## src/rtl/kb_read_sequencer.sv

```systemverilog
// kb_read_sequencer: pulls translated ASCII bytes from the keyboard scan FIFO,
// discards untranslatable codes (0x00) and buffers the rest in a small
// first-word-fall-through FIFO with a valid/ready consumer interface.
module kb_read_sequencer #(
  parameter int unsigned DEPTH_LOG2 = 2,
  parameter int unsigned HOLDOFF    = 2
) (
  input  logic                  clk,
  input  logic                  Reset,
  input  logic                  kb_avail,
  input  logic [7:0]            kb_ascii,
  output logic                  kb_rd,
  output logic [7:0]            out_data,
  output logic                  out_valid,
  input  logic                  out_ready,
  output logic [DEPTH_LOG2:0]   fifo_level,
  output logic [7:0]            drop_count,
  output logic                  busy
);

  localparam int unsigned        DEPTH     = 1 << DEPTH_LOG2;
  localparam logic [DEPTH_LOG2:0] LVL_FULL = (DEPTH_LOG2 + 1)'(DEPTH);
  localparam logic [3:0]          HOLD_INIT = 4'(HOLDOFF - 1);

  typedef enum logic [1:0] {S_IDLE, S_LATCH, S_POP, S_HOLD} state_e;

  state_e                state_q, state_d;
  logic [7:0]            cap_q, cap_d;
  logic [3:0]            hold_q, hold_d;
  logic [7:0]            mem_q [DEPTH];
  logic [7:0]            mem_d [DEPTH];
  logic [DEPTH_LOG2-1:0] wr_ptr_q, wr_ptr_d;
  logic [DEPTH_LOG2-1:0] rd_ptr_q, rd_ptr_d;
  logic [DEPTH_LOG2:0]   level_q, level_d;
  logic [7:0]            out_data_q, out_data_d;
  logic                  out_valid_q, out_valid_d;
  logic [7:0]            drop_q, drop_d;
  logic                  kb_rd_q, kb_rd_d;
  logic                  busy_q, busy_d;
  logic                  wr_en, rd_en;

  // State and datapath registers; reset aborts any in-flight sequence.
  always_ff @(posedge clk) begin
    if (Reset) begin
      state_q     <= S_IDLE;
      cap_q       <= '0;
      hold_q      <= '0;
      mem_q       <= '{default: '0};
      wr_ptr_q    <= '0;
      rd_ptr_q    <= '0;
      level_q     <= '0;
      out_data_q  <= '0;
      out_valid_q <= 1'b0;
      drop_q      <= '0;
      kb_rd_q     <= 1'b0;
      busy_q      <= 1'b0;
    end else begin
      state_q     <= state_d;
      cap_q       <= cap_d;
      hold_q      <= hold_d;
      mem_q       <= mem_d;
      wr_ptr_q    <= wr_ptr_d;
      rd_ptr_q    <= rd_ptr_d;
      level_q     <= level_d;
      out_data_q  <= out_data_d;
      out_valid_q <= out_valid_d;
      drop_q      <= drop_d;
      kb_rd_q     <= kb_rd_d;
      busy_q      <= busy_d;
    end
  end

  // Next-state: a key is only started when the local FIFO has room for it.
  always_comb begin
    state_d = state_q;
    unique case (state_q)
      S_IDLE:  if (kb_avail && (level_q < LVL_FULL)) state_d = S_LATCH;
      S_LATCH: state_d = S_POP;
      S_POP:   state_d = S_HOLD;
      S_HOLD:  if (hold_q == '0) state_d = S_IDLE;
      default: state_d = S_IDLE;
    endcase
  end

  // Outputs and datapath: capture, pop strobe, drop counting, local FIFO.
  always_comb begin
    cap_d      = cap_q;
    hold_d     = hold_q;
    mem_d      = mem_q;
    wr_ptr_d   = wr_ptr_q;
    rd_ptr_d   = rd_ptr_q;
    level_d    = level_q;
    out_data_d = out_data_q;
    drop_d     = drop_q;

    wr_en = (state_q == S_POP) && (cap_q != 8'h00);
    rd_en = out_valid_q && out_ready;

    if (state_q == S_LATCH) cap_d = kb_ascii;

    if (state_q == S_POP) hold_d = HOLD_INIT;
    else if ((state_q == S_HOLD) && (hold_q != '0)) hold_d = hold_q - 4'd1;

    if ((state_q == S_POP) && (cap_q == 8'h00) && (drop_q != '1)) drop_d = drop_q + 8'd1;

    if (wr_en) begin
      mem_d[wr_ptr_q] = cap_q;
      wr_ptr_d        = wr_ptr_q + 1'b1;
    end
    if (rd_en) rd_ptr_d = rd_ptr_q + 1'b1;

    unique case ({wr_en, rd_en})
      2'b10:   level_d = level_q + 1'b1;
      2'b01:   level_d = level_q - 1'b1;
      default: level_d = level_q;
    endcase

    out_valid_d = (level_d != '0);
    // out_data is registered, so the next head is looked up here; when the new
    // head is the slot being written this edge, mem_q is not yet updated and
    // the captured byte is forwarded instead. Empty keeps the last value.
    if (level_d != '0) begin
      if (wr_en && (rd_ptr_d == wr_ptr_q)) out_data_d = cap_q;
      else                                 out_data_d = mem_q[rd_ptr_d];
    end

    kb_rd_d = (state_d == S_POP);
    busy_d  = (state_d != S_IDLE);
  end

  assign kb_rd      = kb_rd_q;
  assign out_data   = out_data_q;
  assign out_valid  = out_valid_q;
  assign fifo_level = level_q;
  assign drop_count = drop_q;
  assign busy       = busy_q;

endmodule

```

## config.mk

```make
export PLATFORM = sky130hd
export DESIGN_NAME = kb_read_sequencer
export DESIGN_NICKNAME = d
export VERILOG_FILES = /design/src/rtl/kb_read_sequencer.sv
export SDC_FILE = /design/constraint.sdc
export NUM_CORES = 1
export LEC_CHECK = 0
export CAP_MARGIN = 15
export CORE_UTILIZATION = 45
export DETAILED_ROUTE_END_ITERATION = 10
export HOLD_SLACK_MARGIN = 0.1
export PLACE_DENSITY = 0.66
export REMOVE_ABC_BUFFERS = 1
export SLEW_MARGIN = 25
export SYNTH_ARGS = -nofsm -noshare
export SYNTH_HDL_FRONTEND = slang
export SYNTH_SLANG_ARGS = --single-unit
```

## constraint.sdc

```tcl
create_clock -name clk -period 4.3 [get_ports clk]
set_input_delay 0.86 -clock clk [delete_from_list [all_inputs] [get_ports clk]]
set_output_delay 0.86 -clock clk [all_outputs]
set_load 0.05 [all_outputs]
```

* Yosys cells after proc, flatten, opt, wreduce, memory -nomap -nowiden *
Index checks and enable logic that the tools add are counted.

storage, ports and cells
  bits in latches = 0
  output and inout bits = 22
  bits in registers = 72
  bits in writable memories = 0
  input port bits = 12
  bits in read-only memories = 0
  memories = 0
  logic and storage cells = 67

cells by class
  add/sub/neg operators = 6
  equal/unequal tests = 8
  reductions and logical operators = 17
  bitwise operators = 2
  shifts and indexed selects = 0
  multiply operators = 0
  $lt $le $gt $ge = 4
  muxes and demuxes = 14
  div/mod/pow operators = 0

operators with widths
  cell                   count
  $bwmux W32             1
  $mux W8                4
  $bmux W8 S2            1
  $demux W8 S2           1
  $add A8 B1 Y8 const B  1
  $eq A2 B2 Y1 const B   4
  $logic_and A1 B1 Y1    8
  $logic_not A8 Y1       1
  $ne A8 B8 Y1 const B   1
  $pmux W2 S4            1
  $reduce_bool A8 Y1     1
  $ge A3 B3 Y1 const B   2
  $mux W2                3
  $not A2 Y3             2
  $pmux W3 S2            1
  $add A2 B1 Y2 const B  2
  $eq A2 B1 Y1 const B   2
  $logic_not A4 Y1       1
  $reduce_bool A2 Y1     2
  $reduce_bool A4 Y1     1
  $sub A4 B1 Y4 const B  1
  $add A3 B1 Y3 const B  1
  $lt A3 B1 Y1 const B   1
  $lt A3 B3 Y1 const B   1
  other kinds (6)        7

* Depth between registers and ports, before layout *
  depth after elaboration = 7
  gate-level depth with buffers = 12
  depth with buffers taken out = 10

* Worst setup path after synthesis *
OpenSTA, ideal clock, no wires.

  path type = input to register
  start = input out_ready
  end = register out_data_q[4], in the netlist out_data[4]
  arrival time = 2.711 ns
  buffers on the path = 1
  path slack = 1.519 ns
  stages = 9
  setup time = 0.069 ns
  cells stage by stage = and2_1 clkbuf_1 ha_1 fa_1 xnor2_1 o21a_1 nor3_1 nand2_1 o21ai_1

on the way
  word-level cells in the longest chain between the ends = 7
  elaborated cells between the ends (all ways) = 13
  those cells by class = 3 x eq/ne; 6 x mux; 1 x bitwise; 3 x reduce/logical

RTL lines
  what                                         line  source
  start: declaration                           15    input logic out_ready,
  $logic_and A1 B1 Y1 (*)                      97    rd_en = out_valid_q && out_ready;
  $mux W2                                      110   if (rd_en) rd_ptr_d = rd_ptr_q + 1'b1;
  $not A2 Y3 (not written as such)             124   else out_data_d = mem_q[rd_ptr_d];
  $bmux W8 S2                                  124
  $mux W8 (not written as such) (2 in series)  124
  $mux W8                                      123   if (wr_en && (rd_ptr_d == wr_ptr_q)) out_data_d = cap_q;
  end signal: assignment                       65    out_data_q <= out_data_d;
  end: declaration                             35    logic [7:0] out_data_q, out_data_d;

Mark *: on every way between the ends. The rest lies on a longest branch, timed or not. The select of a mux whose other input is x is not followed.
A chain may end at the register's enable or synchronous reset.

* Final worst setup path *
  start = input out_ready
  end = register out_data_q[6], in the netlist out_data[6]

The elaborated chain is that of the path after synthesis.

==> out/metrics.csv <==
stage,metric,value,unit
drt,DRT iter0 DRCs,123,
global_routing,Tot GR Track Use,0.199,
drt,via count,2702,
timing,crit path time final,3.12,ns
power,combinational share of power,0.178,
synth,#FFs+latches synth,72,
timing,worst slew pin tran,0.865,ns
die,Die Span Y,86.8,µm
run,max-cap viol count,0,
critical_path,CP arrival,3.39,ns
die,FP Rows,30,
power,PwrDens,455,nW/µm²
synth,Cell variety after synth,40,
cells_and_area,P&R area growth vs syn,19.8,%
timing,RSZ-0062 raised after global routing,no,
cts,count of hold-fix buffers inserted at cts,0,
synth,simple-gate share of the synthesized area,0.233,
placed_design,GP Congestion,0.829,
die,core box area,6870,µm²
critical_path,crit end category,register,
power,sequential share of power,0.417,
cts,H-tree depth,3,
run_status,status,"complete, no violations",
cells_and_area,layout cells sized above 1,0.0649,
synth,"Cell Area, Synth",3230,µm²
timing,Fin. Hold Viols,0,
power,Switching Share,0.285,
placed_design,Buffers on Ports,33,
global_routing,grt total ovfl,0,
synth,Syn Inst Count,386,
timing,fmax,0.321,GHz
drt,DRC viols,0,
timing,setup TNS,0,ns
cts,Root Driver,clkbuf_8,
cts,worst skew pair latency,0.35,ns
die,die area,7530,µm²
cells_and_area,Fillers,654,
hold_path,class of the worst hold path,register to register,
synth,"EDFF count, synth",0,
placed_design,DP HPWL,4900,µm
die,Die W,86.8,µm
power,maximum VDD drop,0.181,mV
timing,Final Max Tran Viols,0,
power,NetSw,0.504,mW
cells_and_area,Layout Nets,431,
critical_path,CP startpoint kind,input pin,
critical_path,CP Class,input pin to register,
global_routing,first-pass GRT wire length,11700,µm
timing,Clock Skews,0.0125,ns
drt,Detail Route Antenna Nets,0,
drt,WL final,7040,µm
cts,cts bufs inserted,9,
timing,Slew headroom,0.423,
global_routing,initial antenna violation count,0,
power,Leakage,1.32,nW
cts,post-CTS sizing,0,
timing,Final Cycle Share,0.725,
synth,"Avg Cell Area, Syn",8.38,µm²
synth,compound-gate portion of the synthesized area,0.147,
cts,setup bufs post-CTS,0,
synth,"Top FF cell, synth",dfxtp_1,
drt,first-pass iteration count of the detailed router,4,
drt,drt wl/cell,13.8,µm
critical_path,Critical Path RT,4.57,ns
cells_and_area,Ant. Diodes,0,
synth,Post-synth ARST share,0,
critical_path,flop-to-flop setup slack,1.40,ns
power,Design Power,1.76,mW
synth,largest family of logic cells by synthesized area,simple AND/OR/NAND/NOR gates,
timing,final setup fails,0,
synth,post-synthesis mux area share,0.0526,
cts,CTS tree,done,
global_routing,largest net degree at the start of global routing,48,
die,Starting Density,0.471,
synth,yosys warns,0,
cts,clk slew on worst S/H paths,0.08,ns
placed_design,Post-Place Cells,496,
cts,clock tree buffer depth,2,
die,number of I/O pins,34,
cells_and_area,"non-filler cells, final",512,
synth,XOR/XNOR Fraction of Synth Area,0.0449,
power,Clock power frac,0.405,
drt,vias per cell,5.28,
synth,post-synthesis adder-cell area fraction,0.0333,
synth,post-synthesis sequential area ratio,0.446,
cts,Clock Sinks,72,
power,Int Pwr,1.26,mW
global_routing,number of global-route vias before repair,2512,
critical_path,Worst Path Max Fanout,8,
cells_and_area,final core utilization,0.564,
[power groups by stage]
stage / clock (mW) / sequential [mW] / combinational, mW
after global placement: 0 / 0.750 / 0.312
after detailed placement: 0 / 0.752 / 0.314
after CTS: 0.718 / 0.736 / 0.317
after global routing: 0.744 / 0.741 / 0.343
final: 0.714 / 0.735 / 0.315
after floorplan: 0 / 0.802 / 0.164
[cell usage after synthesis (5+ instances only)]
library cell  number  area [µm²]
nand2b_1           5        31.3
a221oi_1           8        70.1
clkbuf_1          17        63.8
xnor2_1           11        96.3
nor3_1             6        30.0
a21oi_1           54         270
dfxtp_1           72        1440
nand3_1           37         185
nor2_1            23        86.3
ha_1               7        87.6
nand2_1           67         251
mux2i_1           17         170
inv_1             15        56.3
o21ai_0           10        50.1
[placed cells by master, fill, tap and decap left out, types with 8 or more instances in the layout]
master | netlist | final
a221oi_1 | 8 | 8
clkbuf_8 | 0 | 9
dfxtp_1 | 72 | 72
clkdlybuf4s50_1 | 0 | 32
a21oi_1 | 54 | 54
nand3_1 | 37 | 37
nor2_1 | 23 | 23
o21ai_0 | 10 | 10
inv_1 | 15 | 15
mux2i_1 | 17 | 17
nand2_1 | 67 | 67
xnor2_1 | 11 | 11
[metal layers]
| layer | global-route usage | vias up | wire length [µm] | share of wire |
|---|---|---|---|---|
| li1 | - | 1379 | - | - |
| met1 | 0.254 | 1254 | 3250 | 0.46 |
| met2 | 0.328 | 55 | 3420 | 0.49 |
| met3 | 0.0352 | 14 | 241 | 0.034 |
| met4 | 0.0894 | 0 | 131 | 0.019 |
| met5 | 0 | - | 0 | 0 |
[cell type report]
class	instances	area, µm²	area share
multi-input cells	278	1650	0.426
flip-flops and latches	72	1440	0.372
repair buffers	35	340	0.0878
clock inverters	7	141	0.0365
clock buffers	9	124	0.0320
well taps	96	120	0.0310
inverters	15	56.3	0.0145
[per-stage QoR]
step                worst slack, ns  hold slack [ns]  instance area [µm²]
finish                         1.18            0.455                 3880
global route                  0.866            0.474                 3880
CTS                            1.17            0.458                 3880
detailed placement            0.827            0.446                 3610
global placement              0.910            0.436                 3610
floorplan                     0.994            0.430                 3150
[critical path, cell delays in order]
cell,delay (ns)
clkdlybuf4s50_1,0.51
and2_1,0.23
ha_1,0.22
fa_1,0.44
nor3b_1,0.21
o32ai_1,0.14
nor3_1,0.58
nand2_1,0.10
o21ai_0,0.10
[flip-flops by register name (all words and copies together), names as in the netlist]
name and count:
mem_q 32, cap_q 8, drop_count 8, out_data 8, hold_q 4, fifo_level 3
rd_ptr_q 2, state_q 2, wr_ptr_q 2, busy 1, kb_rd 1, out_valid 1
[logic make-up (layout without fill, tap and decap cells)]
group           Yosys count  after routing
simple gates            155            155
compound gates           83             83
flops                    72             72
buf+inv                  36             66
mux                      17             17
xor+xnor                 15             15
fa+ha+maj                 8              8
[final timing paths]
check	start	end	depth (start not counted)
max	out_ready	out_data[6]	9
min	mem_q[27]	mem_q[27]	2
max reg2reg	cap_q[5]	out_data[6]	10
min reg2reg	mem_q[27]	mem_q[27]	2
No activity file was read; power rests on OpenSTA's default activity.
==> RTL edit: new RTL, config.mk and constraints unchanged <==
Change the parameter `DEPTH_LOG2` from 2 to 1.
--- a/src/rtl/kb_read_sequencer.sv
+++ b/src/rtl/kb_read_sequencer.sv
@@ -4,3 +4,3 @@
 module kb_read_sequencer #(
-  parameter int unsigned DEPTH_LOG2 = 2,
+  parameter int unsigned DEPTH_LOG2 = 1,
   parameter int unsigned HOLDOFF    = 2
Interface: changed (resized fifo_level); port bits go from 34 to 33. No check against the original RTL was run, so the function may have changed too.
==> RTL edit against the original RTL <==
Synthesized area shrank 29%; total power shrank 40%; die area shrank 28%; sequential cell count shrank 19; routed wire length shrank 33%; cell area shrank 29%; largest cell class unchanged; setup slack gained 350 ps.
==> RTL edit: results (changes against the original RTL) <==
{| class="wikitable"
! Metric !! Value
|-
| Critical Path Slowest Stage Cell || sky130_fd_sc_hd__dfxtp_1 (was sky130_fd_sc_hd__nor3_1)
|-
| Global routing usage on met3 || 4.12% (was 3.52%)
|-
| Global routing met2 resource utilization || 27.0% (was 32.8%)
|-
| Transition time of the tightest slew-check pin || 911 ps (was 865 ps)
|-
| Cell count after synthesis || 254 (was 386)
|-
| Final critical path time including I/O delays and setup || 2770 ps (was 3120 ps)
|-
| Cell family contributing the most delay on the critical path || compound AO/OA/AOI/OAI gates (was simple AND/OR/NAND/NOR gates)
|-
| Yosys cell types || 42 (was 40)
|-
| Reg2Reg Capture Point || out_data[0] (was out_data[6])
|-
| Data arrival time at the worst-slack endpoint || 2980 ps (was 3390 ps)
|-
| Type of the setup path with the least slack || reg -> reg (was in -> reg)
|-
| First-pass GRT wire length || 8010 um (was 11700 um)
|-
| Vias in the first global route || 1661 (was 2512)
|-
| Final cell count without fillers || 349 (was 512)
|-
| Worst setup skew after layout || 6.00 ps (was 12.5 ps)
|-
| Ranking of synthesized cells by area || sky130_fd_sc_hd__dfxtp_1, sky130_fd_sc_hd__mux2i_1, sky130_fd_sc_hd__a21oi_1, sky130_fd_sc_hd__nand2_1, sky130_fd_sc_hd__nand3_1 (was sky130_fd_sc_hd__dfxtp_1, sky130_fd_sc_hd__a21oi_1, sky130_fd_sc_hd__nand2_1, sky130_fd_sc_hd__nand3_1, sky130_fd_sc_hd__mux2i_1)
|-
| Fill cell instance count of the final layout || 461 (was 654)
|-
| Post-synthesis share of cell area spent on full adders, half adders and majority gates || 1.62% (was 3.33%)
|-
| Logic depth of the worst register-to-register path || 8 (was 10)
|-
| Synth top cells by count || sky130_fd_sc_hd__dfxtp_1, sky130_fd_sc_hd__a21oi_1, sky130_fd_sc_hd__nand2_1 (was sky130_fd_sc_hd__dfxtp_1, sky130_fd_sc_hd__nand2_1, sky130_fd_sc_hd__a21oi_1)
|-
| Status || finished, final reports clean (unchanged)
|-
| Sequential share of the synthesized area || 45.9% (was 44.6%)
|-
| Pre-CTS worst setup slack || 1310 ps (was 827 ps)
|-
| Register-to-register setup slack || 1530 ps (was 1400 ps)
|-
| Delay of the slowest cell on the worst path || 480 ps (was 580 ps)
|-
| Critical Path Fanout Max || 9 (was 8)
|-
| Cell area after placement || 0.00268 mm2 (was 0.00361 mm2)
|}
RTL edit: area by class of cell:
| class | instances | area share [%] |
|---|---|---|
| Inverter | 12 | 1.63 |
| Clock buffer | 7 | 3.12 |
| Sequential cell | 53 | 38.4 |
| Multi-Input combinational cell | 176 | 41.7 |
| Tap cell | 67 | 3.03 |
| Timing Repair Buffer | 34 | 12.1 |
RTL edit: worst min-delay path by stage:
stage / cells after the start / slack (ps) / end
5_1_grt: 2 / 490 / mem_q[4]
2_1_floorplan: 2 / 430 / mem_q[0]
3_3_place_gp: 2 / 440 / mem_q[6]
6_report: 2 / 460 / mem_q[6]
4_1_cts: 2 / 460 / mem_q[7]
3_5_place_dp: 2 / 450 / mem_q[7]
RTL edit: power groups by stage:
stage / sequential (mW) / combinational, mW / clock [mW]
after floorplan: 0.586 / 0.134 / 0
after global placement: 0.560 / 0.232 / 0
after detailed placement: 0.561 / 0.234 / 0
after CTS: 0.550 / 0.236 / 0.288
after global routing: 0.554 / 0.255 / 0.304
final: 0.549 / 0.233 / 0.274
